--- config.mk ---
export PLATFORM = sky130hd
export DESIGN_NAME = pipe_hazard_ctrl
export DESIGN_NICKNAME = d
export VERILOG_FILES = /design/src/rtl/pipe_hazard_ctrl.sv
export SDC_FILE = /design/constraint.sdc
export NUM_CORES = 1
export LEC_CHECK = 0
export CAP_MARGIN = 30
export CORE_AREA = 8 8 51 53
export CTS_CLUSTER_SIZE = 28
export DETAILED_ROUTE_END_ITERATION = 10
export DIE_AREA = 0 0 59 61
export MAX_ROUTING_LAYER = met4
export PLACE_DENSITY = 0.81
export SYNTH_ARGS = -nofsm -noshare
export SYNTH_HDL_FRONTEND = slang
export SYNTH_SLANG_ARGS = --single-unit
--- constraint.sdc ---
create_clock -name clk -period 3.3 [get_ports clk]
set_input_delay 0.66 -clock clk [delete_from_list [all_inputs] [get_ports clk]]
set_output_delay 0.66 -clock clk [all_outputs]
set_load 0.005 [all_outputs]
--- src/rtl/pipe_hazard_ctrl.sv ---
// rtl/pipe_hazard_ctrl.sv - pipeline hazard controller: load-use stall, branch flush, IMEM wait, fetch watchdog
// Optional macro HAZ_PERF_CNT_EN adds stall_cycles / flush_count performance counters.
module pipe_hazard_ctrl #(
  parameter logic [7:0] TIMEOUT = 8'd200
) (
  input  logic       clk,
  input  logic       reset,
  input  logic [4:0] id_rs1,
  input  logic [4:0] id_rs2,
  input  logic       id_uses_rs1,
  input  logic       id_uses_rs2,
  input  logic [4:0] ex_rd,
  input  logic       ex_mem_read,
  input  logic       ex_branch_taken,
  input  logic       imem_ready,
  output logic       pc_en,
  output logic       if_id_en,
  output logic       if_id_flush,
  output logic       id_ex_flush,
  output logic       fetch_timeout
`ifdef HAZ_PERF_CNT_EN
  ,
  output logic [31:0] stall_cycles,
  output logic [15:0] flush_count
`endif
);

  typedef enum logic [1:0] {RUN, IMEM_WAIT, REDIRECT} state_t;

  state_t     state, next_state;
  logic [7:0] wait_cnt;
  logic       load_use;
  logic       br_flush;

  assign load_use = ex_mem_read && (ex_rd != 5'd0) &&
                    ((id_uses_rs1 && (id_rs1 == ex_rd)) || (id_uses_rs2 && (id_rs2 == ex_rd)));

  // Defaults are the reset-time values so the outputs follow reset asynchronously.
  always_comb begin
    pc_en       = 1'b0;
    if_id_en    = 1'b0;
    if_id_flush = 1'b1;
    id_ex_flush = 1'b1;
    br_flush    = 1'b0;
    next_state  = state;
    if (!reset) begin
      case (state)
        RUN: begin
          if (ex_branch_taken) begin
            pc_en    = 1'b1;
            br_flush = 1'b1;
          end else if (load_use) begin
            if_id_flush = 1'b0;
          end else if (!imem_ready) begin
            id_ex_flush = 1'b0;
            next_state  = IMEM_WAIT;
          end else begin
            pc_en       = 1'b1;
            if_id_en    = 1'b1;
            if_id_flush = 1'b0;
            id_ex_flush = 1'b0;
          end
        end
        IMEM_WAIT: begin
          if (ex_branch_taken) begin
            pc_en      = 1'b1;
            br_flush   = 1'b1;
            next_state = REDIRECT;
          end else if (imem_ready) begin
            pc_en       = 1'b1;
            if_id_en    = 1'b1;
            if_id_flush = 1'b0;
            id_ex_flush = 1'b0;
            next_state  = RUN;
          end else begin
            id_ex_flush = 1'b0;
          end
        end
        default: begin
          // REDIRECT: the returning word belongs to the old path and is discarded.
          id_ex_flush = ex_branch_taken;
          br_flush    = ex_branch_taken;
          if (imem_ready) next_state = RUN;
        end
      endcase
    end
  end

  always_ff @(posedge clk or posedge reset) begin
    if (reset) begin
      state         <= RUN;
      wait_cnt      <= 8'd0;
      fetch_timeout <= 1'b0;
    end else begin
      state <= next_state;
      if (next_state == RUN)
        wait_cnt <= 8'd0;
      else if (state != RUN && wait_cnt != 8'hFF)
        wait_cnt <= wait_cnt + 8'd1;
      if (wait_cnt == TIMEOUT)
        fetch_timeout <= 1'b1;
    end
  end

`ifdef HAZ_PERF_CNT_EN
  always_ff @(posedge clk or posedge reset) begin
    if (reset) begin
      stall_cycles <= 32'd0;
      flush_count  <= 16'd0;
    end else begin
      if (!pc_en)
        stall_cycles <= stall_cycles + 32'd1;
      if (br_flush && flush_count != 16'hFFFF)
        flush_count <= flush_count + 16'd1;
    end
  end
`endif

endmodule
==> out/results.ini <==
[finish]
final_cell_mix=clkdlybuf4s50_1 (24), xnor2_1 (11), dfrtp_1 (11)
fillers=159
final_common_cell=clkdlybuf4s50_1
multiInputGateArea_sq_um=549
syn_to_final_growth_pct=44.1
fin_nets=151
drive_gt1_share_pct=13.5
register_area_sq_um=275
antenna_cells=0

[clock_tree]
cts_tree=done
cts_num_sinks=11
cts_buffers=3
cts_hold_buf=0
insertion_delay_ns=0.26
clk_pin_slew_ns=0.07
h-tree-depth=1
clockBufferDepth=2
clockRootBuffer=clkbuf_4

[detailed_routing]
vias=848
drt_iter0_drc=19
wirelength_microns=2100
via_per_inst=5.54
wl_per_cell_microns=13.7
dr.pass1.iters=4
drc=0
ant_nets=0

[place]
dpl.hpwl_microns=1710
port_buffers=26
globalplace.congestion=0.797

[synth]
syn_avg_cell_area_sq_um=9.38
synth-seq-cells=11
synth-edff-count=0
async_reset_ff_share_pct=100
synthDistinctLibCells=36
synthesis.nets=114
synth_seq_area_share_pct=32.6
yosysWarnings=0
synthFlopType=dfrtp_1
synthCells=90
syn_area_sq_um=845

[sta]
worst_pin_slew_ns=0.509
drv_slew=0
finalHoldViolations=0
finalCriticalPeriod_ns=3.21
rsz0062_at_grt=false
fin_crit_sh_pct=97.3
skew_ns=0.00509
setup_viol=0
max_freq_mhz=311
maxSlewHeadroom_pct=65.9
tns_ns=0

[grt]
grt_max_degree=13
antenna_found_initial=0
grt_pass1_vias=855
grt_usage_pct=13.2
grt_pass1_wl_microns=3550
grt_overflow=0

[pwr]
clockPowerShare_pct=24.7
peakVddDrop_mv=0.191
p_switching_uw=107
power_density_nw_per_um2=295
p_comb_share_pct=32.8
power_frac_seq_pct=42.5
internal_power_uw=252
power_uw=360
power_leakage_nw=0.516
switching_share_pct=29.9

[floorplan]
initial_core_util_pct=45.9
die_w_microns=59
dieArea_sq_um=3600
num_io_pins=27
core_area_sq_um=1840
rows=16
chipHeight_microns=61

[setup_path]
cp-end-kind=primary output
crit_required_ns=2.64
crit_arrival_ns=2.55
crit_type=in2out
crit_path_max_fanout=5
critPathLaunchType=input pin

[run_status]
status=complete, no violations

[hold_path]
hp-class=reg2reg

[run]
maxCapViolCount=0

layout make-up:
type	instances	share of cell area, %
Multi-Input combinational cell	74	45.1
Inverter	4	1.23
Tap cell	27	2.77
Clock buffer	4	2.16
Timing Repair Buffer	33	26.1
Sequential cell	11	22.6
Yosys cell counts (2+ instances only):
cell,number,area share (%)
ha_1,2,3.0
nand4_1,4,3.0
a21oi_1,3,1.8
dfrtp_1,11,33
nand2b_1,3,2.2
inv_1,4,1.8
o21ai_0,5,3.0
nand3_1,2,1.2
nor4_1,2,1.5
nor2_1,4,1.8
mux2i_1,3,3.6
xnor2_1,11,11
a21boi_0,2,1.8
nand2_1,5,2.2
a211oi_1,8,7.1
stage by stage:
stage | area (sq um) | worst slack [ns] | util, % | hold slack (ns) | std cells
after floorplan | 845 | 0.906 | - | 0.468 | 90
after global placement | 1190 | 0.0362 | 64.4 | 0.459 | 149
after detailed placement | 1190 | 0.0198 | 64.4 | 0.466 | 149
after CTS | 1210 | 0.0185 | 65.8 | 0.479 | 153
after global routing | 1220 | 0.00973 | 66.1 | 0.499 | 153
final | 1220 | 0.0881 | 66.1 | 0.474 | 153
registers in the layout (all words and copies together), names as in the netlist:
signal,count
wait_cnt,8
state,2
fetch_timeout,1
critical path, cell delays in order:
cell             delay [ns]
clkdlybuf4s50_1        0.41
or4_4                  0.55
o21ai_4                0.18
nor3_1                 0.07
a21oi_1                0.15
clkdlybuf4s50_1        0.53
logic make-up (layout without fill, tap and decap cells):
| family | after synthesis | count (layout) | share of synthesized area (%) |
|---|---|---|---|
| muxes | 3 | 3 | 3.56 |
| xor gates and xnor gates | 12 | 12 | 12.4 |
| adders and majority gates | 2 | 2 | 2.96 |
| buffers and inverters | 5 | 41 | 2.37 |
| DFF | 11 | 11 | 32.6 |
| and+or+nand+nor | 28 | 28 | 20.6 |
| AOI/OAI and AO/OA | 29 | 29 | 25.5 |
what timing repair did:
item / CTS / global route
setup buffers: 0 / 0
gates resized for setup: 0 / 3
endpoints found under the hold margin: 0 / 0
endpoints found under the setup margin: 0 / 2
metal layers:
layer  wire [microns]  track usage, %
met2              982            21.3
met1              903            14.1
met4               24            6.14
met5                0               -
met3              191            4.87
power groups by stage:
stage	clock network, mW	logic, mW	registers [mW]
global route	0.0998	0.131	0.154
detailed placement	0	0.119	0.155
finish	0.0887	0.118	0.153
CTS	0.0903	0.120	0.152
floorplan	0	0.0635	0.152
global placement	0	0.116	0.154
path summary, 6_finish.rpt:
path / startpoint / to / slack, ns / depth (start not counted)
max in group asynchronous: reset / wait_cnt[5] / 2.32 / 3
setup / recovery: ex_rd[1] / pc_en / 0.09 / 6
hold / removal: fetch_timeout / fetch_timeout / 0.47 / 1
hold reg to reg: fetch_timeout / fetch_timeout / 0.47 / 1
setup reg to reg: state[1] / wait_cnt[2] / 1.63 / 4
min in group asynchronous: reset / wait_cnt[0] / 0.83 / 3
No activity file was read; power rests on OpenSTA's default activity.
